**src/rtl/uart_pkg.sv**
```systemverilog
// Shared types for the UART host bridge: byte type, RX/TX state encodings and
// the break length multiplier (break = BREAK_LEN_MULT bit times of continuous low).
package uart_pkg;

    typedef logic [7:0] byte_t;

    typedef enum logic [2:0] {
        RX_IDLE,
        RX_START,
        RX_DATA,
        RX_STOP,
        RX_WAIT_IDLE
    } uart_rx_state_t;

    typedef enum logic [1:0] {
        TX_IDLE,
        TX_START,
        TX_DATA,
        TX_STOP
    } uart_tx_state_t;

    localparam int BREAK_LEN_MULT = 20;

endpackage

```
**src/rtl/uart_rx_fifo.sv**
```systemverilog
// First-word-fall-through byte FIFO; DEPTH must be a power of two so the
// pointers wrap naturally. A push into a full FIFO is accepted only with a pop.
module uart_rx_fifo
    import uart_pkg::*;
#(
    parameter int DEPTH = 16
) (
    input  logic       clk,
    input  logic       rstn,
    input  logic       push,
    input  logic [7:0] push_data,
    input  logic       pop,
    output logic [7:0] pop_data,
    output logic       full,
    output logic       empty
);

    localparam int AW = $clog2(DEPTH);

    byte_t          mem [DEPTH];
    logic [AW-1:0]  wr_ptr;
    logic [AW-1:0]  rd_ptr;
    logic [AW:0]    count;
    logic           do_push;
    logic           do_pop;

    assign full     = (count == (AW+1)'(DEPTH));
    assign empty    = (count == '0);
    assign do_pop   = pop && !empty;
    assign do_push  = push && (!full || do_pop);
    assign pop_data = empty ? 8'h00 : mem[rd_ptr];

    always_ff @(posedge clk) begin
        if (do_push) begin
            mem[wr_ptr] <= push_data;
        end
    end

    always_ff @(posedge clk or negedge rstn) begin
        if (!rstn) begin
            wr_ptr <= '0;
            rd_ptr <= '0;
            count  <= '0;
        end else begin
            if (do_push) wr_ptr <= wr_ptr + 1'b1;
            if (do_pop)  rd_ptr <= rd_ptr + 1'b1;
            case ({do_push, do_pop})
                2'b10:   count <= count + 1'b1;
                2'b01:   count <= count - 1'b1;
                default: count <= count;
            endcase
        end
    end

endmodule

```
**src/rtl/uart_cmd_bridge.sv**
```systemverilog
// 8N1 UART <-> valid/ready byte bridge for the pipeline command ports.
// Define BREAK_DETECT_EN to add line-break detection on host_break.
module uart_cmd_bridge
    import uart_pkg::*;
#(
    parameter int CLKS_PER_BIT  = 100,
    parameter int RX_FIFO_DEPTH = 16
) (
    input  logic       clk,
    input  logic       rstn,
    input  logic       uart_rx,
    output logic       uart_tx,
    output logic       rx_valid,
    input  logic       rx_ready,
    output logic [7:0] rx_data,
    input  logic       tx_valid,
    output logic       tx_ready,
    input  logic [7:0] tx_data,
    output logic       rx_frame_err,
    output logic       rx_overrun,
    output logic       host_break
);

    localparam int CW = $clog2(CLKS_PER_BIT);
    localparam logic [CW-1:0] CNT_HALF = CW'(CLKS_PER_BIT/2 - 1);
    localparam logic [CW-1:0] CNT_FULL = CW'(CLKS_PER_BIT - 1);

    // ---------------- RX ----------------
    logic           rx_meta, rx_sync;
    uart_rx_state_t rx_state, rx_state_nxt;
    logic [CW-1:0]  rx_cnt;
    logic [2:0]     rx_bit;
    byte_t          rx_shift;
    logic           rx_mid, rx_full;
    logic           rx_push, frame_err_set, overrun_set, brk_hit;
    logic           fifo_full, fifo_empty;

    always_ff @(posedge clk or negedge rstn) begin
        if (!rstn) begin
            rx_meta <= 1'b1;
            rx_sync <= 1'b1;
        end else begin
            rx_meta <= uart_rx;
            rx_sync <= rx_meta;
        end
    end

    assign rx_mid  = (rx_cnt == CNT_HALF);
    assign rx_full = (rx_cnt == CNT_FULL);

    always_ff @(posedge clk or negedge rstn) begin
        if (!rstn) rx_state <= RX_IDLE;
        else       rx_state <= rx_state_nxt;
    end

    always_comb begin
        rx_state_nxt = rx_state;
        case (rx_state)
            RX_IDLE:      if (!rx_sync) rx_state_nxt = RX_START;
            RX_START:     if (rx_mid) rx_state_nxt = rx_sync ? RX_IDLE : RX_DATA;
            RX_DATA:      if (rx_full && rx_bit == 3'd7) rx_state_nxt = RX_STOP;
            RX_STOP:      if (rx_full) rx_state_nxt = rx_sync ? RX_IDLE : RX_WAIT_IDLE;
            RX_WAIT_IDLE: if (rx_sync) rx_state_nxt = RX_IDLE;
            default:      rx_state_nxt = RX_IDLE;
        endcase
        if (brk_hit) rx_state_nxt = RX_WAIT_IDLE;
    end

    // A break needs rx_sync low, so it can never coincide with a good stop bit.
    always_comb begin
        rx_push       = (rx_state == RX_STOP) && rx_full && rx_sync;
        frame_err_set = (rx_state == RX_STOP) && rx_full && !rx_sync;
        overrun_set   = rx_push && fifo_full && !(rx_valid && rx_ready);
    end

    always_ff @(posedge clk or negedge rstn) begin
        if (!rstn) begin
            rx_cnt   <= '0;
            rx_bit   <= '0;
            rx_shift <= '0;
        end else begin
            case (rx_state)
                RX_START: begin
                    if (rx_mid) begin
                        rx_cnt <= '0;
                        rx_bit <= '0;
                    end else begin
                        rx_cnt <= rx_cnt + 1'b1;
                    end
                end
                RX_DATA: begin
                    if (rx_full) begin
                        rx_cnt   <= '0;
                        rx_bit   <= rx_bit + 1'b1;
                        rx_shift <= {rx_sync, rx_shift[7:1]};
                    end else begin
                        rx_cnt <= rx_cnt + 1'b1;
                    end
                end
                RX_STOP: rx_cnt <= rx_full ? '0 : rx_cnt + 1'b1;
                default: rx_cnt <= '0;
            endcase
        end
    end

`ifdef BREAK_DETECT_EN
    localparam int BRK_LEN = BREAK_LEN_MULT * CLKS_PER_BIT;
    localparam int BW      = $clog2(BRK_LEN + 1);
    logic [BW-1:0] brk_cnt;

    // Saturates at BRK_LEN so a long break reports only once.
    always_ff @(posedge clk or negedge rstn) begin
        if (!rstn)                        brk_cnt <= '0;
        else if (rx_sync)                 brk_cnt <= '0;
        else if (brk_cnt != BW'(BRK_LEN)) brk_cnt <= brk_cnt + 1'b1;
    end

    assign brk_hit = !rx_sync && (brk_cnt == BW'(BRK_LEN - 1));
`else
    assign brk_hit = 1'b0;
`endif

    always_ff @(posedge clk or negedge rstn) begin
        if (!rstn) begin
            rx_frame_err <= 1'b0;
            rx_overrun   <= 1'b0;
            host_break   <= 1'b0;
        end else begin
            rx_frame_err <= frame_err_set;
            rx_overrun   <= overrun_set;
            host_break   <= brk_hit;
        end
    end

    uart_rx_fifo #(.DEPTH(RX_FIFO_DEPTH)) u_rx_fifo (
        .clk       (clk),
        .rstn      (rstn),
        .push      (rx_push),
        .push_data (rx_shift),
        .pop       (rx_ready),
        .pop_data  (rx_data),
        .full      (fifo_full),
        .empty     (fifo_empty)
    );

    assign rx_valid = !fifo_empty;

    // ---------------- TX ----------------
    uart_tx_state_t tx_state, tx_state_nxt;
    logic [CW-1:0]  tx_cnt;
    logic [2:0]     tx_bit;
    byte_t          tx_shift;
    logic           tx_full;

    assign tx_full = (tx_cnt == CNT_FULL);

    always_ff @(posedge clk or negedge rstn) begin
        if (!rstn) tx_state <= TX_IDLE;
        else       tx_state <= tx_state_nxt;
    end

    always_comb begin
        tx_state_nxt = tx_state;
        case (tx_state)
            TX_IDLE:  if (tx_valid) tx_state_nxt = TX_START;
            TX_START: if (tx_full) tx_state_nxt = TX_DATA;
            TX_DATA:  if (tx_full && tx_bit == 3'd7) tx_state_nxt = TX_STOP;
            TX_STOP:  if (tx_full) tx_state_nxt = TX_IDLE;
            default:  tx_state_nxt = TX_IDLE;
        endcase
    end

    always_comb begin
        tx_ready = (tx_state == TX_IDLE);
        case (tx_state)
            TX_START: uart_tx = 1'b0;
            TX_DATA:  uart_tx = tx_shift[0];
            default:  uart_tx = 1'b1;
        endcase
    end

    always_ff @(posedge clk or negedge rstn) begin
        if (!rstn) begin
            tx_cnt   <= '0;
            tx_bit   <= '0;
            tx_shift <= '0;
        end else begin
            case (tx_state)
                TX_IDLE: begin
                    tx_cnt <= '0;
                    tx_bit <= '0;
                    if (tx_valid) tx_shift <= tx_data;
                end
                TX_DATA: begin
                    if (tx_full) begin
                        tx_cnt   <= '0;
                        tx_bit   <= tx_bit + 1'b1;
                        tx_shift <= {1'b0, tx_shift[7:1]};
                    end else begin
                        tx_cnt <= tx_cnt + 1'b1;
                    end
                end
                default: tx_cnt <= tx_full ? '0 : tx_cnt + 1'b1;
            endcase
        end
    end

endmodule

```
**config.mk**
```make
export PLATFORM = sky130hd
export DESIGN_NAME = uart_cmd_bridge
export DESIGN_NICKNAME = d
export VERILOG_FILES = /design/src/rtl/uart_pkg.sv /design/src/rtl/uart_rx_fifo.sv /design/src/rtl/uart_cmd_bridge.sv
export SDC_FILE = /design/constraint.sdc
export NUM_CORES = 1
export LEC_CHECK = 0
export ABC_AREA = 1
export CAP_MARGIN = 20
export CELL_PAD_IN_SITES_DETAIL_PLACEMENT = 0
export CELL_PAD_IN_SITES_GLOBAL_PLACEMENT = 1
export CORE_UTILIZATION = 44
export CTS_CLUSTER_DIAMETER = 60
export DETAILED_ROUTE_END_ITERATION = 12
export PLACE_DENSITY_LB_ADDON = 0.1
export SLEW_MARGIN = 20
export SYNTH_ARGS = -nofsm -noshare
export SYNTH_HDL_FRONTEND = slang
export SYNTH_HIERARCHICAL = 1
export SYNTH_SLANG_ARGS = --single-unit
export TNS_END_PERCENT = 100
```
**constraint.sdc**
```tcl
create_clock -name clk -period 2.1 [get_ports clk]
set_input_delay 0.42 -clock clk [delete_from_list [all_inputs] [get_ports clk]]
set_output_delay 0.42 -clock clk [all_outputs]
set_load 0.05 [all_outputs]
```
==> reports/results.ini <==
[setup_path]
critical_path_slowest_stage_cell=sky130_fd_sc_hd__dfrtp_2
crit_fanout=10
path_buf_inv=3
crit_path_cell_trace=clkinv_4 > clkbuf_16 > nand2_1 > nand3_2 > nand3_2 > nand2_2 > nand2_1 > a21oi_2 > buf_12
cp-end-kind=output pin
worst_r2r_path_depth=11
terminus_of_the_critical_flop_to_flop_path=u_rx_fifo/mem[5][0]
regToRegStartpoint=rx_cnt[0]
worst_ep_required_time_ps=1680
setup.worst_path.class=register to output pin
cp.arrival_ps=2000
worst-r2r-setup-slack_ps=80
stage_delay_of_the_slowest_cell_on_the_critical_path_ps=470
cp_num_cells=9
category_of_cells_accounting_for_the_largest_share_of_critical_path_delay=buffers and inverters
type_of_origin_of_the_critical_path=register

[hold_path]
class_of_the_tightest_hold_or_removal_check=register to register
timing.hold.worst_endpoint=rx_sync
hold_path_startpoint=rx_meta
hold_depth=0

[global_routing]
grt_pass1_vias=5751
grt_start_max_net_pins=59
grt_antenna_before_repair=0
globalRouteOverflowTotal=0
grt_first_pass_wirelength_um=30700
grt_util_all_layers=0.207

[drt]
first_iter_violations=361
first_pass_iters=4
met3_length_um=583
wire_per_inst_um=16.8
wirelength_um=18900
avgViaCountPerCell=5.13
met2_wire_length_um=9470
wl_met1_um=8620
detail_route.drc_violations=0
ant_nets=0
num_vias=5761
top_signal_layer_used=met4

[power]
p_leak_uw=0.00447
switching_share=0.372
fin_total_pwr_uw=12500
max-vdd-ir-drop_mv=0.733
power.density_mw_per_mm2=1220
switching_power_uw=4660
power.share.clock=0.268
share_comb_of_total_power=0.385
power_report.internal_total_uw=7860
seqPwrFrac=0.346

[synthesis]
share_of_flip_flops_with_an_asynchronous_set_or_reset=0.312
synth_ff_type=sky130_fd_sc_hd__edfxtp_1
ys_ff_latch=186
synth_top_area_cell=sky130_fd_sc_hd__edfxtp_1
synth_cells=801
synth_top_area_cells=sky130_fd_sc_hd__edfxtp_1 46%, sky130_fd_sc_hd__dfrtp_1 17%, sky130_fd_sc_hd__nand2_1 12%, sky130_fd_sc_hd__nand3_1 7.4%, sky130_fd_sc_hd__ha_1 2.8%
nets_in_the_synthesized_netlist=834
synth-warning-count=6
yosysTopAreaCellShare=0.460
count_of_flip_flops_with_a_built_in_enable_after_synthesis=128
avgSynthCellArea_um2=10.4
synth_cell_types=38
synth.yosys.seq_area_share=0.635
netlist_area_mm2=0.00835

[sta]
timing.clock.skew_ps=12.6
max_freq_mhz=414
rsz0062_at_grt=true
drv_slew=0
finalCriticalPeriod_ps=2420
relSlewSlack=0.524
timing_worst_slew_pin_value_ps=714
finalHoldViolCount=0
fin_crit_sh=1.15
finalHoldWorstSlack_ps=357
setup_slack_ps=-318
setup_viol_count_final=8

[placement]
io_buffer_count=25
dpl.hpwl_um=12300
gp_routability_congestion=0.781

[run_status]
outcome=complete, but fails checks
violations=setup timing

[clock_network]
clk_transition_reported_paths_ps=70
clock_tree_from_tritoncts=yes
max-clock-path-buffers=2
total_number_of_clock_tree_sinks=186
tritoncts.num_buffers=17
cts_root_buf=sky130_fd_sc_hd__clkbuf_16
clock_latency_ps=440
htree_num_levels=4

[cells_and_area]
area_delta_synth_final_pct=22.7
final-seq-area_mm2=0.00530
diodes=0
nets=910
multiInputGateArea_mm2=0.00289
n_fill_cell=1666
layout_cells_sized_above_1=0.224

[die]
floorplan.initialDensity=0.448
die_h_um=140
row_count=50
die_x_um=140
design.die.area_mm2=0.0195
io-pin-count=27
floorplan.core_area_mm2=0.0186

[job]
cap_viol_max_count=0

==> worst reg2reg max path, delay by kind of cell, from the launching register on <==
kind,cells,cell delay (ps)
adder cells (fa/ha/maj),1,150
AO/OA/AOI/OAI,1,70
buffers and inverters,4,530
AND/OR/NAND/NOR,5,600
flip-flops,1,400
==> flip-flops by register name (all words and copies together) (netlist names) <==
register          flops
rx_cnt                7
u_rx_fifo/wr_ptr      4
tx_bit                3
rx_overrun            1
rx_meta               1
rx_bit                3
tx_cnt                7
u_rx_fifo/rd_ptr      4
tx_shift              8
tx_state              2
rx_sync               1
rx_frame_err          1
u_rx_fifo/mem       128
u_rx_fifo/count       5
rx_state              3
rx_shift              8
==> area by class of cell <==
class                      count  share of cell area
sequential                   186               0.517
multi-input combinational    536               0.282
timing repair buffer          86              0.0926
clock buffer                  17              0.0415
tap                          234              0.0286
inverter                      50              0.0190
clock inverter                15              0.0189
==> worst max-delay path by stage <==
stage | start | to
floorplan | rx_cnt[0] | u_rx_fifo/count[4]
global placement | rx_ready | u_rx_fifo/count[4]
detailed placement | rx_cnt[1] | u_rx_fifo/count[4]
CTS | u_rx_fifo/rd_ptr[0] | rx_data[5]
global route | u_rx_fifo/rd_ptr[0] | rx_data[1]
finish | u_rx_fifo/rd_ptr[0] | rx_data[2]
==> through the flow <==
step | cell area [µm²] | instances | setup TNS, ps | worst slack (ps) | utilization
final | 10200 | 1124 | -2310 | -318 | 0.550
after global routing | 10200 | 1124 | -3600 | -398 | 0.550
after CTS | 10100 | 1122 | -2610 | -337 | 0.543
after detailed placement | 9330 | 1088 | -709 | -73.9 | 0.501
after global placement | 9330 | 1088 | -110 | -56.5 | 0.501
after floorplan | 8400 | 801 | 0 | 20.6 | -
==> cell usage after synthesis (5+ instances only) <==
cell	number
sky130_fd_sc_hd__edfxtp_1	128
sky130_fd_sc_hd__dfrtp_1	56
sky130_fd_sc_hd__nor2_1	48
sky130_fd_sc_hd__inv_2	11
sky130_fd_sc_hd__buf_4	13
sky130_fd_sc_hd__xor2_1	12
sky130_fd_sc_hd__nand2_2	6
sky130_fd_sc_hd__a21oi_1	14
sky130_fd_sc_hd__ha_1	19
sky130_fd_sc_hd__o21ai_0	7
sky130_fd_sc_hd__o21ai_2	5
sky130_fd_sc_hd__nand2_1	259
sky130_fd_sc_hd__nand3_1	124
sky130_fd_sc_hd__buf_2	8
sky130_fd_sc_hd__nor2_2	6
sky130_fd_sc_hd__inv_1	36
==> kinds of logic after synthesis <==
family          after synthesis  synth area share
simple gates                467             0.246
compound gates               32            0.0250
buf+inv                      79            0.0453
xor+xnor                     16            0.0177
fa+ha+maj                    20            0.0309
other cells                   1          0.000449
flops                       186             0.635
==> repair_timing <==
action                                 CTS  global route
hold buffers                             1             0
setup endpoints to repair               51            83
setup buffers                            0             2
endpoints found under the hold margin    8             0
cloned                                   1             1
pin swaps                                6            11
resized for setup                       33            22
==> metal layers <==
| metal | GRT usage | vias to the layer above |
|---|---|---|
| met1 | 0.267 | 2804 |
| met3 | 0.0320 | 16 |
| met4 | 0.0590 | 0 |
| li1 | - | 2843 |
| met2 | 0.359 | 98 |
| met5 | 0 | - |
==> cells in the final DEF, fill, tap and decap left out, drive strengths merged <==
cell	synthesis	layout
nor2	56	56
dlygate4sd3	0	1
xnor2	3	3
dfrtp	56	56
conb	1	1
clkinv	3	5
bufinv	0	2
nand3	129	129
and3	1	1
or2	1	1
fa	1	1
ha	19	19
o21ai	12	12
xor2	13	13
clkbuf	4	18
a21oi	19	19
nand3b	4	4
edfxtp	128	128
inv	47	56
buf	25	71
clkinvlp	0	2
a31o	1	1
nor3	4	4
dfstp	2	2
nand2	268	268
clkdlybuf4s50	0	13
nand4	4	4
==> power groups by stage <==
stage / clock (µW) / sequential [µW] / combinational (µW)
floorplan: 0 / 4310 / 2920
global placement: 0 / 4380 / 4440
detailed placement: 0 / 4380 / 4490
CTS: 3420 / 4330 / 4730
global route: 3550 / 4360 / 5230
finish: 3360 / 4330 / 4820
Note: power is estimated with default switching activity, not from simulation.
